[config.mk]
export PLATFORM = sky130hd
export DESIGN_NAME = memoria_programa
export DESIGN_NICKNAME = d
export VERILOG_FILES = /design/src/rtl/memoria_programa.sv
export SDC_FILE = /design/constraint.sdc
export NUM_CORES = 1
export LEC_CHECK = 0
export BUFFER_PORTS_ARGS = -buffer_cell sky130_fd_sc_hd__buf_4
export CAP_MARGIN = 10
export CORE_ASPECT_RATIO = 1.75
export CORE_MARGIN = 2
export CORE_UTILIZATION = 45
export CTS_CLUSTER_SIZE = 28
export DETAILED_ROUTE_END_ITERATION = 10
export GPL_TIMING_DRIVEN = 0
export PLACE_DENSITY = 0.59
export SYNTH_ARGS = -nofsm -noshare
export SYNTH_HDL_FRONTEND = slang
export SYNTH_SLANG_ARGS = --single-unit
[constraint.sdc]
create_clock -name clock -period 2.9 [get_ports clock]
set_input_delay 0.29 -clock clock [delete_from_list [all_inputs] [get_ports clock]]
set_output_delay 0.29 -clock clock [all_outputs]
set_load 0.05 [all_outputs]
[src/rtl/memoria_programa.sv]
// memoria_programa: writable program memory feeding the instruction decoder.
// A single-clock array of PROFUNDIDADE words with a registered read port
// (request/valid) and a programming write port. After reset a clear sequencer
// walks every word, writing zero, before the block raises pronto.
//
// Handshake: the read port has no back-pressure. A request is taken in any
// cycle where pedido=1 and pronto=1; exactly one cycle later valido pulses
// for one cycle with dado/fora_limite describing that request. Without a
// request valido is 0 and dado/fora_limite keep their previous values.
// Requests and writes presented while pronto=0 are dropped silently.
module memoria_programa #(
  parameter int LARGURA_DADO = 8,
  parameter int LARGURA_END  = 5,
  parameter int PROFUNDIDADE = 32
) (
  input  logic                    clock,
  input  logic                    reset,
  input  logic [LARGURA_END-1:0]  endereco,
  input  logic                    pedido,
  output logic [LARGURA_DADO-1:0] dado,
  output logic                    valido,
  output logic                    fora_limite,
  input  logic                    prog_we,
  input  logic [LARGURA_END-1:0]  prog_endereco,
  input  logic [LARGURA_DADO-1:0] prog_dado,
  output logic                    prog_erro,
  output logic                    pronto,
  output logic [0:0]              estado
);

  localparam logic [0:0] LIMPAR = 1'b0;
  localparam logic [0:0] ATIVO  = 1'b1;

  // One extra bit so a depth of exactly 2**LARGURA_END is representable.
  localparam logic [LARGURA_END:0]   LIMITE = (LARGURA_END + 1)'(PROFUNDIDADE);
  localparam logic [LARGURA_END-1:0] ULTIMO = LARGURA_END'(PROFUNDIDADE - 1);

  logic [LARGURA_DADO-1:0] mem [PROFUNDIDADE];

  logic [0:0]              estado_q;
  logic [LARGURA_END-1:0]  contador;
  logic                    ativo;
  logic                    rd_ok;
  logic                    wr_ok;
  logic                    mem_we;
  logic [LARGURA_END-1:0]  mem_end;
  logic [LARGURA_DADO-1:0] mem_dado;

  assign ativo  = (estado_q == ATIVO);
  assign rd_ok  = ({1'b0, endereco} < LIMITE);
  assign wr_ok  = ({1'b0, prog_endereco} < LIMITE);
  assign pronto = ativo;
  assign estado = estado_q;

  // Clear sequencer: step the counter through every word, then settle in ATIVO.
  always_ff @(posedge clock) begin
    if (reset) begin
      estado_q <= LIMPAR;
      contador <= '0;
    end else if (estado_q == LIMPAR) begin
      if (contador == ULTIMO) begin
        estado_q <= ATIVO;
      end else begin
        contador <= contador + LARGURA_END'(1);
      end
    end
  end

  // Single write port shared by the clear sequencer and the programming port.
  always_comb begin
    mem_we   = 1'b0;
    mem_end  = '0;
    mem_dado = '0;
    if (!reset && estado_q == LIMPAR) begin
      mem_we  = 1'b1;
      mem_end = contador;
    end else if (!reset && ativo && prog_we && wr_ok) begin
      mem_we   = 1'b1;
      mem_end  = prog_endereco;
      mem_dado = prog_dado;
    end
  end

  // Storage array; the read below samples the old word on a same-cycle write.
  always_ff @(posedge clock) begin
    if (mem_we) begin
      mem[mem_end] <= mem_dado;
    end
  end

  // Registered read port: one result per accepted request, one cycle later.
  always_ff @(posedge clock) begin
    if (reset) begin
      dado        <= '0;
      valido      <= 1'b0;
      fora_limite <= 1'b0;
    end else begin
      valido <= 1'b0;
      if (ativo && pedido) begin
        valido      <= 1'b1;
        fora_limite <= !rd_ok;
        dado        <= rd_ok ? mem[endereco] : '0;
      end
    end
  end

  // Reject flag: pulses the cycle after an out-of-range programming write.
  always_ff @(posedge clock) begin
    if (reset) begin
      prog_erro <= 1'b0;
    end else begin
      prog_erro <= ativo && prog_we && !wr_ok;
    end
  end

endmodule

; After elaboration in Yosys (flattened, before gate mapping)
; Memory sizes are Yosys's and may differ from the RTL's. A register that Yosys moved wholly into a read port is not among the register bits.
; Index checks and enable logic that the tools add are counted.
; W data, S select, Z words.
[word_totals]
ff_bits = 7
mem_count = 1
output_inout_bits = 13
mem_bits_rw = 256
wordCells = 25
in_bits = 22
[op_classes]
bitwise = 2
reduce_logical = 6
n_addsub = 1
muxes = 11
n_eq_ne = 1
[mem_list]
columns = memory, depth, word_bits, read_ports, rd_ports_with_merged_regs, wr, line
row1 = mem, 32, 8, 1, 1, 1, 38  ; logic [LARGURA_DADO-1:0] mem [PROFUNDIDADE];
[op_table]
columns = cell, n
row1 = $mux W8, 2
row2 = $mux W5, 2
row3 = $mux W1, 7
row4 = $add A5 B1 Y5 const B, 1
row5 = $eq A5 B5 Y1 const B, 1
row6 = $logic_and A1 B1 Y1, 4
row7 = $not A1 Y1, 2
row8 = $reduce_and A2 Y1, 1
row9 = $logic_not A1 Y1, 1

; Logic depth before layout (Yosys ltp)
[depth]
depth_word = 7
depth_mapped = 7
ltp_nobuf = 7

; Least setup slack after synthesis
; OpenSTA, ideal clock, no wires.
[synth_path]
path_kind = reg-to-reg
from = register estado_q, in the netlist estado
to = memory mem[16][0], enable pin
arrival_ns = 2.240
path_slack_ns = 0.290
n_path_buf = 1
setup_ns = 0.370
synth_period_minus_slack_ns = 2.610
required_ns = 2.530
path_stages_with_launch = 7
path_cell_list = dfxtp_1 -> and2_1 -> clkbuf_1 -> nand2_1 -> a21oi_1 -> or3b_1 -> nor2_1
[synth_between]
elab_chain_len = 6
elab_cells_between_ends = 10
cone_classes = mux (6) / bitwise (1) / reduce/logical (3)
[synth_lines]
columns = element, line
row1 = start: declaration, 40  ; logic [0:0] estado_q;
row2 = start signal: assignment, 58  ; estado_q <= LIMPAR;
row3 = start signal: assignment, 62  ; estado_q <= ATIVO;
row4 = $logic_and A1 B1 Y1 (2 in a row), 77  ; end else if (!reset && ativo && prog_we && wr_ok) begin
row5 = $mux W1, 77
row6 = $mux W1, 74  ; if (!reset && estado_q == LIMPAR) begin
row7 = $mux W1, 86  ; if (mem_we) begin
row8 = $mux W1 (implied by the code), 87  ; mem[mem_end] <= mem_dado;
row9 = end: declaration, 38
; Several ways; a longest one is shown, not always the timed one.

; Worst setup path after layout
[layout_path]
from = register estado_q, in the netlist estado
to = memory mem[16][6], enable pin
; Same word-level chain as after synthesis.

==> run summary <==
outcome: finished, final reports clean
Vias: 5978
initial antenna violation count: 0
sequential-to-total area share from yosys stat: 73.69%
clock sink total: 271
Post-Route WL: 26320 um
most frequent cells in the layout: edfxtp_1, mux2i_1, a22oi_1
distinct cell type count after synthesis: 32
max_cap viols: 0
critical path endpoint category: flop
cts hold-fix bufs: 0
syn_area_per_cell: 16.32 um2
clock tree root driver cell: clkbuf_16
maximum fanout along the worst path: 8
Async S/R FF share, synth: 0%
Sum Neg Setup Slack: 0 ps
CTS clk-pin slew, worst paths: 70 ps
final worst path period share: 92.55%
cts bufs inserted: 24
synth warn: 0
f_max: 372.6 MHz
CTS tree: yes
initial core utilization: 45.48%
Worst Setup Start Kind: flop
Core Rows: 75
Synth area leader: edfxtp_1
Post-synth EDFFs: 256
Worst EP arrival: 2830 ps
dpl ws: -92.28 ps
gr usage total: 21.01%
Gate Count Post-Synth: 664
Area contributors post-synth: edfxtp_1, mux2i_1, a22oi_1, dfxtp_1, a21oi_1
Antenna Cells: 0
I/O Buffers: 31
DP Wirelength: 18260 um
PwrDens: 620.9 mW/mm2
final hold viol count: 0
crit path kind: flop to flop
Seq cells post-synth: 271
minimum clock period: 2684 ps
max-slew violations: 0
vias in the first global route: 6152
Max-Slew Margin vs Limit: 46.62%
Least-Margin Pin Slew: 800.7 ps
Clock Tree Buf Depth: 3
gpl congestion: 0.9728
grt total ovfl: 0
required time worst endpoint: 3050 ps
antenna viol nets, final: 0
Setup Skew: 14.85 ps
post-route cell area: 0.01244 mm2
Post-Syn Area: 0.01084 mm2
I/O pin count: 35
Remaining DRCs: 0
Avg Vias per Cell: 5.672
drt pass-1 iters: 5
RSZ-0062 raised after global routing: false
Synth top area share: 70.92%
Static Leak: 3.948 nW
# H-tree levels: 1
core area: 0.02384 mm2
Die ar.: 0.02539 mm2
die width: 121.3 um
post-route setup slack: 215.9 ps
leading cell type in the layout, fill and taps excluded: edfxtp_1
Synth Flop Type: edfxtp_1
worst vdd ir: 0.4239 mV
Layout area overhead: 14.81%
Min-Delay Path Class: input port to flop
DR iter-0 viols: 576
Die Y-Extent: 209.3 um
DP Area: 0.01154 mm2
first-pass GRT wire length: 38690 um
setup violators final: 0
Final Net Count: 753
largest net degree at the start of global routing: 33
wire length per cell: 24.97 um
worst skew pair latency: 520 ps
layout cell share with drive strength beyond 1: 13.67%
-- per-layer routing --
| metal | up-vias | GRT usage, % | wire length [um] |
|---|---|---|---|
| met3 | 42 | 2.745 | 1409 |
| met1 | 2996 | 26.48 | 10320 |
| met2 | 220 | 37.14 | 13900 |
| met5 | - | 0 | 0 |
| li1 | 2720 | - | - |
| met4 | 0 | 7.095 | 685 |
-- worst max-delay path, cell delays in order (launching register included) --
cell      delay, ps
dfxtp_1         390
and2_1          140
clkbuf_1        190
nand2_1         110
a21oi_2         420
or3b_1          470
nor2_1          590
-- cell type report --
cell class / instances / area (um2)
clock inverter: 10 / 102.6
fill: 1975 / 11390
buffer: 41 / 240.2
tap: 308 / 385.4
timing repair buffer: 38 / 400.4
clock buffer: 33 / 685.7
sequential: 271 / 7988
inverter: 1 / 3.754
multi-input combinational: 352 / 2639
-- state kept, by name, indices dropped and copies added (netlist names) --
| register | flops |
|---|---|
| mem | 256 |
| dado | 8 |
| contador | 5 |
| valido | 1 |
| estado | 1 |
-- through the flow --
stage	hold slack, ps	instances	util [%]	power (mW)
finish	368.0	1054	52.21	7.726
global route	382.7	1054	52.21	7.921
CTS	374.5	1050	51.75	7.761
detailed placement	501.3	1007	48.43	4.640
global placement	494.7	1004	48.08	4.633
floorplan	471.3	665	-	4.523
-- what timing repair did --
action                                  4_1_cts  5_1_grt
resized for setup                             1        8
endpoints found under the setup margin       80      224
endpoints found under the hold margin         0        0
pin swaps                                     0        0
buffers inserted                              0        0
-- logic make-up after synthesis --
| kind of cell | count (synthesis) | synth area share, % |
|---|---|---|
| xor gates and xnor gates | 3 | 0.2425 |
| DFF | 271 | 73.69 |
| other | 1 | 0.03460 |
| and+or+nand+nor | 102 | 4.687 |
| AOI/OAI and AO/OA | 115 | 7.041 |
| buffers and inverters | 42 | 2.251 |
| adders and majority gates | 2 | 0.2308 |
| muxes | 128 | 11.82 |
-- worst paths after layout --
path	from	cells after the start	slack, ps	end
hold / removal	prog_dado[4]	2	370	mem[22][4]
hold reg to reg	contador[4]	2	510	contador[4]
setup / recovery	estado	6	220	mem[16][6]
setup reg to reg	estado	6	220	mem[16][6]
-- power breakdown --
group	internal, mW	switching, mW	total, mW
clock	1.83	1.34	3.17
sequential	4.24	0.00899	4.25
combinational	0.112	0.199	0.312
-- cells in the mapped netlist, drive strengths merged, types with 2 or more instances --
cell    number
xor2         2
and2        11
o21ai        2
a211oi       8
nand2       12
edfxtp     256
a21oi       40
buf         20
nand3b       3
nand2b       6
a22oi       64
nor2        49
dfxtp       15
nor2b        4
mux2i      128
or3b         3
ha           2
or4          8
clkbuf      21
Power figures use the tool's default switching activity.
